<file path="config.mk">
export PLATFORM = sky130hd
export DESIGN_NAME = mant_mul_seq
export DESIGN_NICKNAME = d
export VERILOG_FILES = /design/src/rtl/fpu_mul_pkg.sv /design/src/rtl/mant_row_gen.sv /design/src/rtl/mant_mul_seq.sv
export SDC_FILE = /design/constraint.sdc
export NUM_CORES = 1
export LEC_CHECK = 0
export CORE_MARGIN = 4
export CORE_UTILIZATION = 27
export DETAILED_ROUTE_END_ITERATION = 10
export GPL_ROUTABILITY_DRIVEN = 0
export PLACE_DENSITY = 0.43
export SKIP_CTS_REPAIR_TIMING = 1
export SYNTH_ARGS = -nofsm -noshare
export SYNTH_HDL_FRONTEND = slang
export SYNTH_SLANG_ARGS = --single-unit
</file>
<file path="constraint.sdc">
create_clock -name i_clk -period 10 [get_ports i_clk]
set_input_delay 1 -clock i_clk [delete_from_list [all_inputs] [get_ports i_clk]]
set_output_delay 1 -clock i_clk [all_outputs]
set_load 0.1 [all_outputs]
</file>
<file path="src/rtl/fpu_mul_pkg.sv">
// Shared definitions for the digit-serial mantissa multiplier: FSM state type
// and the radix-16 digit width.
package fpu_mul_pkg;

    localparam int DIGIT_W = 4;

    typedef enum logic [1:0] {
        IDLE = 2'd0,
        CALC = 2'd1,
        DONE = 2'd2
    } mul_state_e;

endpackage

</file>
<file path="src/rtl/mant_row_gen.sv">
// Combinational row generator: WIDTH-bit mantissa times one 4-bit digit,
// assembled from 4x4 partial-product cells into a WIDTH+4 bit row.
module mant_row_gen
    import fpu_mul_pkg::*;
#(
    parameter int WIDTH = 24
) (
    input  logic [WIDTH-1:0]         i_a,
    input  logic [DIGIT_W-1:0]       i_digit,
    output logic [WIDTH+DIGIT_W-1:0] o_row
);

    localparam int NDIG = WIDTH / DIGIT_W;

    logic [2*DIGIT_W-1:0] pp [NDIG];

    for (genvar j = 0; j < NDIG; j++) begin : g_cell
        assign pp[j] = {{DIGIT_W{1'b0}}, i_a[j*DIGIT_W +: DIGIT_W]} *
                       {{DIGIT_W{1'b0}}, i_digit};
    end

    // Neighbouring 8-bit cells overlap by one nibble; the adder chain absorbs the carries.
    always_comb begin
        o_row = '0;
        for (int j = 0; j < NDIG; j++) begin
            o_row = o_row + ((WIDTH + DIGIT_W)'(pp[j]) << (DIGIT_W * j));
        end
    end

endmodule

</file>
<file path="src/rtl/mant_mul_seq.sv">
// Sequential radix-16 mantissa multiplier: one B digit per CALC cycle, LSB first.
// Optional macro MANT_MUL_EARLY_TERM_EN stops once the remaining B digits are zero.
module mant_mul_seq
    import fpu_mul_pkg::*;
#(
    parameter int WIDTH = 24
) (
    input  logic               i_clk,
    input  logic               i_rst,
    input  logic               i_valid,
    output logic               o_ready,
    input  logic [WIDTH-1:0]   i_a,
    input  logic [WIDTH-1:0]   i_b,
    output logic               o_valid,
    input  logic               i_ready,
    output logic [2*WIDTH-1:0] o_product,
    output logic               o_busy
);

    localparam int NDIG = WIDTH / DIGIT_W;
    localparam int K_W  = $clog2(NDIG + 1);
    localparam int P_W  = 2 * WIDTH;

    mul_state_e state_q, state_d;
    logic [WIDTH-1:0]         a_q, a_d, b_q, b_d;
    logic [P_W-1:0]           acc_q, acc_d, prod_q, prod_d;
    logic [K_W-1:0]           k_q, k_d;
    logic                     ready_q, ready_d, valid_q, valid_d, busy_q, busy_d;
    logic [DIGIT_W-1:0]       digit;
    logic [WIDTH+DIGIT_W-1:0] row;
    logic [P_W-1:0]           sum;
    logic                     last_digit, hi_zero;

    mant_row_gen #(.WIDTH(WIDTH)) u_row (
        .i_a    (a_q),
        .i_digit(digit),
        .o_row  (row)
    );

    always_comb begin
        digit      = DIGIT_W'(b_q >> (DIGIT_W * int'(k_q)));
        sum        = acc_q + (P_W'(row) << (DIGIT_W * int'(k_q)));
        last_digit = (k_q == K_W'(NDIG - 1));
`ifdef MANT_MUL_EARLY_TERM_EN
        hi_zero    = ((b_q >> (DIGIT_W * (int'(k_q) + 1))) == '0);
`else
        hi_zero    = 1'b0;
`endif

        state_d = state_q;
        a_d     = a_q;
        b_d     = b_q;
        acc_d   = acc_q;
        k_d     = k_q;
        prod_d  = prod_q;

        case (state_q)
            IDLE: begin
                if (i_valid) begin
                    a_d     = i_a;
                    b_d     = i_b;
                    acc_d   = '0;
                    k_d     = '0;
                    state_d = CALC;
                end
            end
            CALC: begin
                acc_d = sum;
                k_d   = k_q + K_W'(1);
                // The result register only moves on entry to DONE.
                if (last_digit || hi_zero) begin
                    prod_d  = sum;
                    state_d = DONE;
                end
            end
            DONE: begin
                if (i_ready) begin
                    state_d = IDLE;
                end
            end
            default: state_d = IDLE;
        endcase

        ready_d = (state_d == IDLE);
        valid_d = (state_d == DONE);
        busy_d  = (state_d == CALC);
    end

    always_ff @(posedge i_clk) begin
        a_q <= a_d;
        b_q <= b_d;
        if (i_rst) begin
            state_q <= IDLE;
            acc_q   <= '0;
            k_q     <= '0;
            prod_q  <= '0;
            ready_q <= 1'b1;
            valid_q <= 1'b0;
            busy_q  <= 1'b0;
        end else begin
            state_q <= state_d;
            acc_q   <= acc_d;
            k_q     <= k_d;
            prod_q  <= prod_d;
            ready_q <= ready_d;
            valid_q <= valid_d;
            busy_q  <= busy_d;
        end
    end

    assign o_ready   = ready_q;
    assign o_valid   = valid_q;
    assign o_busy    = busy_q;
    assign o_product = prod_q;

endmodule
</file>
# Word level (Yosys, flattened, before mapping)
# Index checks and enable logic that the tools add are counted.
dict set report word_totals {
  reg_bits 152
  latch_bits 0
  ramBits 0
  romBits 0
  input_bits 52
  out_inout_bits 51
  n_memories 0
}
dict set report classes {
  addsub 7
  multipliers 6
  div 0
  order_cmp 0
  n_eq_ne 6
  shift 2
  muxes 8
  n_bitwise 0
  n_reduce_logical 6
}
# cell n
set op_table {}
lappend op_table {{case mux 48 bit (2 select lines)} 1}
lappend op_table {{adder 48 bit} 1}
lappend op_table {{multiplier 4 x 4 -> 8 bit} 6}
lappend op_table {{two-way mux 48 bit} 1}
lappend op_table {{left shift 28 x 5 -> 48 bit} 1}
lappend op_table {{adder 28 x 16 -> 28 bit} 1}
lappend op_table {{adder 28 x 20 -> 28 bit} 1}
lappend op_table {{adder 28 x 24 -> 28 bit} 1}
lappend op_table {{adder 28 bit} 1}
lappend op_table {{>> shifter 24 x 5 -> 4 bit} 1}
lappend op_table {{adder 8 x 12 -> 13 bit} 1}
lappend op_table {{two-way mux 2 bit} 3}
lappend op_table {{case mux 2 bit (3 select lines)} 1}
lappend op_table {{case mux 3 bit (2 select lines)} 1}
lappend op_table {{AND reduction 2 bit} 3}
lappend op_table {{== test 2 x 1 -> 1 bit (second input constant)} 2}
lappend op_table {{== test 2 bit (second input constant)} 2}
lappend op_table {{logical NOT 2 bit} 2}
lappend op_table {{adder 3 x 1 -> 3 bit (second input constant)} 1}
lappend op_table {{== test 3 bit (second input constant)} 1}
lappend op_table {{two-way mux 3 bit} 1}
lappend op_table {{inequality test 2 bit (second input constant)} 1}
lappend op_table {{nonzero test 2 bit} 1}

# Logic depth before layout (Yosys ltp)
dict set report depth {
  depth_word 10
  depth_mapped 45
  mapped_depth_nobuf 42
}

# By module
# A second synthesis with hierarchy kept.
dict set report unflattened {
  hier_cells 1511
  area_unflattened_um2 12974.9
}
# mod instances cells_each area_per_inst_um2 seq_area_each_um2
set modules_own_cells {}
lappend modules_own_cells {mant_mul_seq 1 1036 9105.0 3523.4}
lappend modules_own_cells {mant_row_gen 1 475 3870.0 0.0}

# Worst setup path before layout
# Ideal clock, no wire load.
dict set report synth_timing {
  path_type {flip-flop to flip-flop}
  startpoint {reg k_q[0]}
  endpoint {reg prod_q[46] (netlist: o_product[46])}
  setup_time_ns 0.138
  arrival_ns 9.052
  path_slack_ns 0.809
  path_stages_with_launch 42
  synth_period_minus_slack_ns 9.191
  path_cell_list {dfxtp_1 clkbuf_1 buf_1 mux2i_1 o21ai_0 clkbuf_1 nand2_1 fa_1 fa_1 fa_1 inv_1 ha_1 a21o_1 a21oi_1 o21bai_1 a21oi_1 nor2b_1 o21a_1 (+6 left out) a21o_1 a311o_1 a31oi_1 xnor2_1 mux2i_1 a21o_1 mux2i_1 ha_1 clkbuf_1 inv_1 o21bai_1 a21oi_1 or4b_1 o211ai_1 nor4_1 o22ai_1 xor2_1 a211oi_1}
}
dict set report synth_between {
  elab_chain_len 9
  word_cells_on_any_way 16
  cone_classes {6 x add/sub; 6 x mul; 1 x eq/ne; 2 x shift; 1 x reduce/logical}
}
# element line_no
set synth_lines {}
lappend synth_lines {{start: declaration} mant_mul_seq.sv:27} ;# logic [K_W-1:0] k_q, k_d;
lappend synth_lines {{start signal: assignment} mant_mul_seq.sv:103} ;# k_q <= k_d;
lappend synth_lines {{>> shifter 24 x 5 -> 4 bit} mant_mul_seq.sv:41} ;# digit = DIGIT_W'(b_q >> (DIGIT_W * int'(k_q)));
lappend synth_lines {{multiplier 4 x 4 -> 8 bit} mant_row_gen.sv:18} ;# assign pp[j] = {{DIGIT_W{1'b0}}, i_a[j*DIGIT_W +: DIGIT_W]} *
lappend synth_lines {{adder 8 x 12 -> 13 bit} mant_row_gen.sv:26} ;# o_row = o_row + ((WIDTH + DIGIT_W)'(pp[j]) << (DIGIT_W * j));
lappend synth_lines {{adder 28 x 16 -> 28 bit} mant_row_gen.sv:26}
lappend synth_lines {{adder 28 x 20 -> 28 bit} mant_row_gen.sv:26}
lappend synth_lines {{adder 28 x 24 -> 28 bit} mant_row_gen.sv:26}
lappend synth_lines {{adder 28 bit} mant_row_gen.sv:26}
lappend synth_lines {{left shift 28 x 5 -> 48 bit} mant_mul_seq.sv:42} ;# sum = acc_q + (P_W'(row) << (DIGIT_W * int'(k_q)));
lappend synth_lines {{adder 48 bit} mant_mul_seq.sv:42}
lappend synth_lines {{end signal: assignment} mant_mul_seq.sv:104} ;# prod_q <= prod_d;
lappend synth_lines {{end: declaration} mant_mul_seq.sv:26} ;# logic [P_W-1:0] acc_q, acc_d, prod_q, prod_d;
# Several ways; a longest one is shown, not always the timed one.
# A chain may end at the register's enable or synchronous reset.

# Worst setup path in the final report
dict set report layout_timing {
  startpoint {reg k_q[1]}
  endpoint {reg prod_q[46] (netlist: o_product[46])}
}
# The elaborated chain is that of the path after synthesis.

==> out/results.ini <==
[timing]
hold_violations=0
setup_viol_count_final=0
final.setup.tns_ns=0
slew_violations=0
period_needed_ns=9.400
tightest_slew_ns=1.092
clock_skew_ns=0.01670
timing.fmax_ghz=0.1064
slew_headroom_pct=26.99
period_share_pct=94.00

[setup_path]
crit_type=flip-flop to flip-flop
worstPathArrival_ns=9.71
path_max_fanout=20
critPathTopFamily=adder cells
cp_data_required_time_ns=10.31
slowest_stage=fa_1
path_buf_inv=3
crit_path_end_kind=flip-flop
r2r_slack_ns=0.60
cp-start-kind=flip-flop
cpPeakStageDelay_ns=0.53
cp_common_cell=ha_1

[floorplan]
dieHeight_um=222.9
core_area_um2=45480
die-area_um2=49700
die_w_um=222.9
pin_count=103
row_count=78
start_util_pct=27.42

[clocking]
clock_path_buffers=2
clockRootBuffer=clkbuf_16
cts_tree=built
clk_pin_slew_ns=0.07
cts.sinks=152
clock_latency_ns=0.48
numCtsBuffers=17
h-tree-depth=4

[layout]
area_growth_syn_to_layout_pct=18.83
nFillCells=4865
final_net_count=1773
post-route-util_pct=32.59
fin_cells=2148
drive_gt1_share_pct=6.718
multi_input_area_um2=8469
seqCellArea_um2=3527
final_common_cell=nand2_1
insertedDiodeCount=0
layout_common_cells=nand2_1, ha_1, a21oi_1, nor2_1, dfxtp_1

[drt]
vias_per_cell=4.892
route.detailed.drc=0
drt_first_iter_violations=562
num_vias=10510
avgRoutedWirePerCell_um=16.50
totalWireLength_um=35450
antenna_left=0
first_pass_iters=5

[global_route]
grt_pass1_vias=10450
grt_max_degree=64
grt_pass1_wl_um=57340
antenna_found_initial=0
grt_overflow=0
grt_usage_pct=14.48

[flow_run]
max_cap_violations=0

[synthesis]
synth_ff_type=dfxtp_1
synth_area_leaders=dfxtp_1, ha_1, edfxtp_1
synth.distinct_cells=73
synth-seq-cells=152
synth_top_cell_area_share_pct=16.69
ys_seq_area_share_pct=28.25
synth_edf_count=48
syn-cell-area_um2=12470
async_flop_share_pct=0
yosysTopAreaCell=dfxtp_1
ys_warn_count=0
synthCells=1469
avgSynthCellArea_um2=8.490
syn_nets=1707

[min_path]
hp-class=flip-flop to flip-flop

[place]
numPortBuffers=102
hpwl_um=27690
dp.cells=2113

[power_and_ir_drop]
p_leak_uw=0.006521
power_per_cell_area_nw_per_um2=241.2
irDropWorstVdd_mv=0.1310
finalPower_uw=3575

[run_status]
outcome=complete, no violations

==> logic make-up (layout without fill, tap and decap cells) <==
logic type,count (synthesis),count (layout),synth area share (%)
simple gates,460,460,17.15
compound gates,395,395,20.42
fa+ha+maj,186,186,20.47
buf+inv,160,239,4.825
flops,152,152,28.25
xor+xnor,90,90,6.380
mux,26,26,2.508
==> synth_stat cells (3+ instances only) <==
cell / number
o21bai_1: 16
a22o_1: 23
nor4_1: 3
a211oi_1: 10
nand2_1: 194
o31a_1: 4
buf_1: 8
ha_1: 156
clkbuf_1: 66
and2_1: 66
nor3_1: 19
nand3_1: 13
xor2_1: 35
nand2b_1: 10
o22ai_1: 8
o31ai_1: 8
nor2_1: 104
a22oi_1: 27
xnor2_1: 54
dfxtp_1: 104
nor3b_1: 3
mux2i_1: 20
a21oi_1: 138
and3_1: 13
inv_1: 84
o21ai_0: 60
fa_1: 30
o211ai_1: 9
nor2b_1: 9
a311oi_1: 3
o21a_1: 4
a21o_1: 45
mux4_2: 4
o221ai_1: 3
or2_2: 4
a211o_1: 4
a31oi_1: 10
nand4_1: 10
edfxtp_1: 48
==> power by group <==
| group | switching (uW) | leakage [uW] | internal (uW) | total (uW) |
|---|---|---|---|---|
| registers | 39.6 | 0.00130 | 693 | 732 |
| clock network | 292 | 0.000291 | 364 | 656 |
| logic | 1350 | 0.00493 | 831 | 2190 |
| total | 1690 | 0.00652 | 1890 | 3570 |
==> layer usage <==
layer	track usage [%]	wire (um)	vias to the layer above
met4	5.667	986	0
met1	19.89	17360	4926
met2	22.15	15590	218
met3	3.250	1511	51
met5	0	0	-
li1	-	-	5313
==> area by class of cell <==
cell class                      count  area share [%]
Timing Repair Buffer              122           7.919
Clock inverter                     12          0.7683
Sequential cell                   152           23.80
Tap cell                          600           5.065
Inverter                           85           2.153
Multi-Input combinational cell   1157           57.15
Clock buffer                       20           3.149
==> worst register-to-register path: cells and delay by family, from the launching register on <==
family | cells | cell delay [ns]
adder cells (fa/ha/maj) | 8 | 3.15
AO/OA/AOI/OAI | 15 | 3.11
AND/OR/NAND/NOR | 5 | 0.79
multiplexers | 3 | 0.66
XOR/XNOR | 3 | 0.59
flip-flops | 1 | 0.51
buffers and inverters | 3 | 0.44
==> through the flow <==
| step | hold slack [ns] | worst slack, ns | cell area [um^2] |
|---|---|---|---|
| after floorplan | 0.4318 | 0.8093 | 12470 |
| after global placement | 0.4387 | 0.2059 | 14110 |
| after detailed placement | 0.4471 | 0.2079 | 14110 |
| after CTS | 0.4568 | 0.1583 | 14690 |
| after global routing | 0.4718 | -0.01793 | 14820 |
| final | 0.4523 | 0.5999 | 14820 |
==> path summary, 6_finish.rpt <==
check                                endpoint  depth (start not counted)     startpoint
worst max register to register  o_product[46]                         37         k_q[1]
worst min-delay path            o_product[36]                          2  o_product[36]
worst min register to register  o_product[36]                          2  o_product[36]
worst max-delay path            o_product[46]                         37         k_q[1]
==> sequential cells by signal, indices dropped and copies added (netlist names) <==
name	flops
b_q	24
a_q	24
o_valid	1
acc_q	48
o_busy	1
state_q	2
o_product	48
o_ready	1
k_q	3
Power figures use the tool's default switching activity.
